**src/rtl/mnist_pkg.sv**
```systemverilog
// Shared constants, FSM state type and pixel indexing for the LGN MNIST frame path.
package mnist_pkg;

  localparam int unsigned IMG_W           = 16;
  localparam int unsigned IMG_H           = 16;
  localparam int unsigned PIXELS          = IMG_W * IMG_H;
  localparam int unsigned BYTES_PER_FRAME = PIXELS / 8;
  localparam int unsigned IDX_W           = 5;
  localparam int unsigned COUNT_W         = 9;

  typedef enum logic {
    IDLE = 1'b0,
    FILL = 1'b1
  } state_t;

  // Bit position of pixel (row, col) in a frame vector; row 0 col 0 is the MSB.
  function automatic logic [7:0] pixel_bit(input logic [3:0] row, input logic [3:0] col);
    return 8'(PIXELS - 1 - (IMG_W * int'(row) + int'(col)));
  endfunction

endpackage

```
**src/rtl/mnist_frame_deserializer_if.sv**
```systemverilog
// Byte-in / frame-out bundle between the pattern source and the frame deserializer.
interface mnist_frame_deserializer_if;
  import mnist_pkg::*;

  logic [7:0]         in_byte;
  logic               in_valid;
  logic               frame_start;
  logic [PIXELS-1:0]  frame;
  logic               frame_valid;
  logic [COUNT_W-1:0] pixel_count;
  logic [IDX_W-1:0]   byte_index;
  logic               sync_err;

  modport master (
    output in_byte, in_valid, frame_start,
    input  frame, frame_valid, pixel_count, byte_index, sync_err
  );

  modport slave (
    input  in_byte, in_valid, frame_start,
    output frame, frame_valid, pixel_count, byte_index, sync_err
  );

endinterface

```
**src/rtl/popcount8.sv**
```systemverilog
// Number of set bits in a byte (0..8).
module popcount8 (
  input  logic [7:0] data,
  output logic [3:0] count
);

  always_comb begin
    count = '0;
    for (int i = 0; i < 8; i++) begin
      count = count + 4'(data[i]);
    end
  end

endmodule

```
**src/rtl/mnist_frame_deserializer.sv**
```systemverilog
// Assembles 32 image bytes into a 256-pixel frame and publishes it, with its
// set-pixel count, only when the whole frame has arrived.
module mnist_frame_deserializer #(
  parameter int unsigned BYTES_PER_FRAME = 32,
  parameter bit          FREE_RUN        = 1'b0
) (
  input  logic                       clk,
  input  logic                       reset,
  mnist_frame_deserializer_if.slave  bus
);
  import mnist_pkg::*;

  localparam logic [IDX_W-1:0] LAST_IDX    = IDX_W'(BYTES_PER_FRAME - 1);
  localparam state_t           RESET_STATE = FREE_RUN ? FILL : IDLE;

  state_t             state_q, state_d;
  logic [IDX_W-1:0]   idx_q, idx_d;
  logic [PIXELS-1:0]  asm_q, asm_d;
  logic [PIXELS-1:0]  frame_q, frame_d;
  logic [COUNT_W-1:0] sum_q, sum_d;
  logic [COUNT_W-1:0] pcount_q, pcount_d;
  logic               fv_q, fv_d;
  logic               se_q, se_d;

  logic [3:0]         byte_ones;
  logic               restart;
  logic               accept;
  logic [IDX_W-1:0]   slot;
  logic [7:0]         slot_lsb;

  popcount8 u_popcount8 (
    .data  (bus.in_byte),
    .count (byte_ones)
  );

  always_ff @(posedge clk or posedge reset) begin
    if (reset) begin
      state_q  <= RESET_STATE;
      idx_q    <= '0;
      asm_q    <= '0;
      frame_q  <= '0;
      sum_q    <= '0;
      pcount_q <= '0;
      fv_q     <= 1'b0;
      se_q     <= 1'b0;
    end else begin
      state_q  <= state_d;
      idx_q    <= idx_d;
      asm_q    <= asm_d;
      frame_q  <= frame_d;
      sum_q    <= sum_d;
      pcount_q <= pcount_d;
      fv_q     <= fv_d;
      se_q     <= se_d;
    end
  end

  always_comb begin
    state_d  = state_q;
    idx_d    = idx_q;
    asm_d    = asm_q;
    frame_d  = frame_q;
    sum_d    = sum_q;
    pcount_d = pcount_q;
    fv_d     = 1'b0;
    se_d     = 1'b0;
    accept   = 1'b0;
    slot     = idx_q;
    restart  = bus.in_valid & bus.frame_start & ~FREE_RUN;

    unique case (state_q)
      IDLE: begin
        if (restart) begin
          accept  = 1'b1;
          slot    = '0;
          state_d = FILL;
        end
      end
      FILL: begin
        if (bus.in_valid) begin
          accept = 1'b1;
          // A start marker inside a partial frame (including on the last byte) aborts it.
          if (restart && (idx_q != '0)) begin
            slot = '0;
            se_d = 1'b1;
          end
        end
      end
    endcase

    slot_lsb = {3'(LAST_IDX - slot), 3'b000} << 2'd0;
    slot_lsb = {5'(LAST_IDX - slot), 3'b000};

    if (accept) begin
      asm_d[slot_lsb +: 8] = bus.in_byte;
      if (slot == '0) begin
        sum_d = COUNT_W'(byte_ones);
      end else begin
        sum_d = sum_q + COUNT_W'(byte_ones);
      end

      if (slot == LAST_IDX) begin
        frame_d  = asm_d;
        pcount_d = sum_d;
        fv_d     = 1'b1;
        idx_d    = '0;
        sum_d    = '0;
        state_d  = FREE_RUN ? FILL : IDLE;
      end else begin
        idx_d = IDX_W'(slot + 1'b1);
      end
    end
  end

  assign bus.frame       = frame_q;
  assign bus.frame_valid = fv_q;
  assign bus.pixel_count = pcount_q;
  assign bus.byte_index  = idx_q;
  assign bus.sync_err    = se_q;

endmodule
```
**src/flat_wrapper.sv**
```systemverilog
// flat-port wrapper written by rule: the top's interface ports become plain ports
module mnist_frame_deserializer_flat import mnist_pkg::*;
#(
  parameter int unsigned BYTES_PER_FRAME = 32,
  parameter bit          FREE_RUN        = 1'b0
)
  (clk, reset, bus_in_byte, bus_in_valid, bus_frame_start, bus_frame, bus_frame_valid, bus_pixel_count, bus_byte_index, bus_sync_err);
  mnist_frame_deserializer_if bus_i ();
  input  logic clk;
  input  logic reset;
  input wire logic [$bits(bus_i.in_byte)-1:0] bus_in_byte;
  input wire logic [$bits(bus_i.in_valid)-1:0] bus_in_valid;
  input wire logic [$bits(bus_i.frame_start)-1:0] bus_frame_start;
  output wire logic [$bits(bus_i.frame)-1:0] bus_frame;
  output wire logic [$bits(bus_i.frame_valid)-1:0] bus_frame_valid;
  output wire logic [$bits(bus_i.pixel_count)-1:0] bus_pixel_count;
  output wire logic [$bits(bus_i.byte_index)-1:0] bus_byte_index;
  output wire logic [$bits(bus_i.sync_err)-1:0] bus_sync_err;
  assign bus_i.in_byte = bus_in_byte;
  assign bus_i.in_valid = bus_in_valid;
  assign bus_i.frame_start = bus_frame_start;
  assign bus_frame = bus_i.frame;
  assign bus_frame_valid = bus_i.frame_valid;
  assign bus_pixel_count = bus_i.pixel_count;
  assign bus_byte_index = bus_i.byte_index;
  assign bus_sync_err = bus_i.sync_err;
  mnist_frame_deserializer #(.BYTES_PER_FRAME(BYTES_PER_FRAME), .FREE_RUN(FREE_RUN)) u_core (.clk(clk), .reset(reset), .bus(bus_i));
endmodule
```
**config.mk**
```make
export PLATFORM = sky130hd
export DESIGN_NAME = mnist_frame_deserializer_flat
export DESIGN_NICKNAME = d
export VERILOG_FILES = /design/src/rtl/mnist_pkg.sv /design/src/rtl/mnist_frame_deserializer_if.sv /design/src/rtl/popcount8.sv /design/src/rtl/mnist_frame_deserializer.sv /design/src/flat_wrapper.sv
export SDC_FILE = /design/constraint.sdc
export NUM_CORES = 1
export LEC_CHECK = 0
export ABC_AREA = 0
export ABC_CLOCK_PERIOD_IN_PS = 39500
export BUFFER_PORTS_ARGS = -buffer_cell sky130_fd_sc_hd__buf_2
export CAP_MARGIN = 30
export CELL_PAD_IN_SITES_DETAIL_PLACEMENT = 0
export CELL_PAD_IN_SITES_GLOBAL_PLACEMENT = 1
export CORE_MARGIN = 2
export CORE_UTILIZATION = 40
export DETAILED_ROUTE_END_ITERATION = 10
export GPL_TIMING_DRIVEN = 0
export HOLD_SLACK_MARGIN = 0.03
export MAX_ROUTING_LAYER = met4
export PLACE_DENSITY_LB_ADDON = 0.1
export SLEW_MARGIN = 20
export SYNTH_ARGS = -nofsm -noshare
export SYNTH_HDL_FRONTEND = slang
export SYNTH_SLANG_ARGS = --single-unit
```
**constraint.sdc**
```tcl
create_clock -name clk -period 39.5 [get_ports clk]
set_input_delay 1.975 -clock clk [delete_from_list [all_inputs] [get_ports clk]]
set_output_delay 1.975 -clock clk [all_outputs]
set_load 0.05 [all_outputs]
```
==> results by group <==
Die
  – Initial Util: 40.3%
  – Core Footprint: 53500 sq um
  – Die X-Extent: 236 microns
  – Std-Cell Rows: 85
  – Die footprint: 55700 sq um
  – Boundary pin count: 284
  – Height of the die: 236 microns

Placement
  – RePlAce Congestion: 0.897
  – Number of buffers inserted by port buffering: 281
  – Detailed placer's ending HPWL: 47800 microns
  – Worst slack, placed: 32510 ps
  – Total cell area at the placement stage: 24000 sq um
  – Cell count after placement: 3046

Global route
  – Initial antenna violation count: 12
  – Total congestion overflow after global routing: 0
  – Wire length of the first global-routing pass: 103000 microns
  – Via count of the first global-routing pass: 16200
  – Largest net degree at the start of global routing: 104
  – GRT Overall Usage: 25.3%

Synth
  – Top-count cell post-synth: nand2_1
  – Post-Syn Instances: 2063
  – Dominant synthesized flop cell: dfrtp_1
  – Async set-or-reset flop fraction in the synthesized netlist: 100%
  – Post-Syn Nets: 2093
  – Number of distinct library cells after synthesis: 59
  – Top post-synthesis cells by area: dfrtp_1 (63%), nand2_1 (14%), mux2_2 (7.8%), o21ai_0 (3.2%), o211ai_1 (1.5%)
  – Library cell occupying the most area in the post-synthesis netlist: dfrtp_1
  – Number of enable-type register cells in the synthesized netlist: 0
  – Seq cells post-synth: 538
  – Share of the synthesized area in the top cell type: 62.5%
  – Portion of the post-synthesis area used by sequential elements: 62.5%
  – Top cells by count, synth: nand2_1 (829), dfrtp_1 (538), mux2_2 (150), o21ai_0 (136), clkbuf_1 (77)
  – Avg Cell Area, Syn: 10.4 sq um
  – Synthesis warning total: 0
  – Combined area of all synthesized cells: 21500 sq um

Worst hold path
  – Worst Hold Depth: 2
  – Hold path start: u_core.asm_q[154]
  – Terminating pin of the worst hold path: u_core.bus.frame[154]
  – Worst hold path type: reg -> reg

Clock tree
  – Number of clock sinks: 538
  – Number of buffers inserted by post-CTS setup repair: 0
  – TritonCTS clock tree: yes
  – # hold bufs at CTS: 0
  – Quantity of gates resized following cts: 0
  – Clock Latency Late Sink: 610 ps
  – CTS Root Buffer Type: clkbuf_16
  – Number of levels the H-tree was split into: 2
  – Max Buffers Root-to-Sink: 3
  – Number of buffers created by CTS: 57
  – Clock-pin slew reported for the worst setup and hold paths after clock tree synthesis: 60 ps

Detailed routing
  – First-pass DRT Iterations: 5
  – Total wirelength of the detailed-routed design: 67800 microns
  – Remaining antenna violation count after routing: 0
  – Total DRC errors in the routed layout: 0
  – WL per Instance: 21.5 microns
  – Total via count after detailed routing: 16100
  – DR iter-0 viols: 1075
  – Vias per std cell: 5.10

Timing
  – Setup repair after global routing missed its margin: no
  – Final setup violation count: 0
  – Fmax: 0.155 GHz
  – Hold violation total from the final report: 0
  – Part of the cycle the worst path needs: 16.4%
  – Fin Clk Skew: 12.3 ps
  – Min setup slack post-route: 33030 ps
  – Count of final max-slew check failures: 0
  – Sum of negative setup slack: 0 ps
  – Minimum clock period: 6470 ps
  – Slew at the pin with the worst max-slew slack: 971 ps
  – Headroom to the max-slew limit: 35.0%

Cells and area
  – Final cell count without fillers: 3154
  – Area overhead of the layout relative to synthesis: 20.0%
  – Post-route cell area: 25900 sq um
  – Number of nets in the final layout: 2440
  – Post-layout util: 48.3%
  – Fraction of layout cells with a size suffix above 1: 24.0%

Worst setup path
  – Kind of start point of the critical path: input pin
  – Category of the critical setup timing path: in -> reg
  – WP data arrival: 6950 ps
  – Critical Path End Type: flip-flop
  – FF-to-FF path depth: 13
  – Required time worst endpoint: 39980 ps
  – Worst R2R End: u_core.asm_q[73]
  – Crit path max fanout: 10
  – Beginning of the worst register-to-register path: u_core.bus.byte_index[3]
  – Reg-to-reg setup timing slack: 35240 ps

Power
  – LEAKAGE: 13.9 nW
  – PD cells: 51.2 nW/um^2
  – VDD IR-drop max: 0.0318 mV

Job
  – Count of max-cap constraint violations: 0

Status
  – Result of the run: finished, final reports clean
-- how the worst max path moves through the flow --
| stage | from | to | slack, ps |
|---|---|---|---|
| after global routing | bus_in_byte[0] | u_core.bus.pixel_count[4] | 32830 |
| after CTS | bus_in_byte[0] | u_core.bus.pixel_count[4] | 33120 |
| after floorplan | reset | u_core.asm_q[0] | 22490 |
| after global placement | reset | u_core.bus.frame[18] | 16480 |
| final | bus_in_byte[0] | u_core.bus.pixel_count[4] | 33030 |
| after detailed placement | bus_in_byte[0] | u_core.bus.pixel_count[4] | 32510 |
-- power breakdown --
group,switching [mW],internal [mW]
registers,0.0242,0.590
clock network,0.218,0.310
logic,0.126,0.0557
-- registers in the layout, indices dropped and copies added, names as in the netlist --
| register | count |
|---|---|
| u_core.bus.byte_index | 5 |
| u_core.bus.pixel_count | 9 |
| u_core.bus.sync_err | 1 |
| u_core.state_q | 1 |
| u_core.asm_q | 256 |
| u_core.sum_q | 9 |
| u_core.bus.frame | 256 |
| u_core.bus.frame_valid | 1 |
-- logic make-up (layout without fill, tap and decap cells) --
group | after synthesis | count (layout) | synth area share [%]
xor gates and xnor gates | 12 | 12 | 0.558
AOI/OAI and AO/OA | 223 | 223 | 6.24
muxes | 167 | 167 | 8.82
buffers and inverters | 124 | 514 | 2.32
adders and majority gates | 18 | 18 | 1.22
and+or+nand+nor | 981 | 981 | 18.3
other | 0 | 5 | 0
DFF | 538 | 538 | 62.5
-- area by class of cell --
cell class | count | area, sq um
fillers | 5145 | 27600
clock buffers | 88 | 1710
repair buffers | 288 | 1570
flip-flops and latches | 538 | 13500
clock inverters | 14 | 135
inverters | 22 | 90.1
diodes | 5 | 12.5
well taps | 696 | 871
plain buffers | 102 | 419
multi-input cells | 1401 | 7580
-- routing by layer --
| layer | part of all wire (%) | vias up | GRT usage (%) |
|---|---|---|---|
| met3 | 5.6 | 90 | 4.80 |
| met4 | 2.2 | 0 | 5.87 |
| li1 | - | 7456 | - |
| met5 | 0 | - | - |
| met1 | 46 | 8124 | 35.1 |
| met2 | 46 | 402 | 38.7 |
-- placed cells by master (no fill, tap or decap), types with 7 or more instances in the layout --
| cell type | Yosys | layout |
|---|---|---|
| nand2_1 | 829 | 829 |
| dfrtp_1 | 538 | 538 |
| buf_2 | 18 | 299 |
| mux2_2 | 150 | 150 |
| o21ai_0 | 136 | 136 |
| clkbuf_1 | 77 | 90 |
| nor2_1 | 65 | 65 |
| clkbuf_16 | 0 | 58 |
| o211ai_1 | 44 | 44 |
| nand3_1 | 38 | 38 |
| inv_1 | 22 | 21 |
| clkbuf_8 | 0 | 15 |
| ha_1 | 13 | 13 |
| a21oi_1 | 11 | 11 |
| clkinv_2 | 0 | 10 |
| mux2i_1 | 9 | 9 |
| mux2_4 | 8 | 8 |
| nor2_2 | 8 | 8 |
| nand4_1 | 7 | 7 |
| xnor2_1 | 7 | 7 |
-- per-stage QoR --
step | hold slack (ps) | power [mW]
floorplan | 433 | 0.738
global placement | 445 | 0.799
detailed placement | 449 | 0.804
CTS | 464 | 1.34
global route | 490 | 1.39
finish | 463 | 1.32
-- critical path: stages --
cell      delay (ps)
buf_2            100
clkbuf_1         700
inv_1            190
fa_1             600
fa_1             430
fa_1             510
inv_1             50
ha_1             210
fa_1             430
xor2_1           310
ha_1             310
nor2b_1          130
o21ai_0          340
and2_1           250
xnor2_1          110
mux2_2           280
Power figures use the tool's default switching activity.
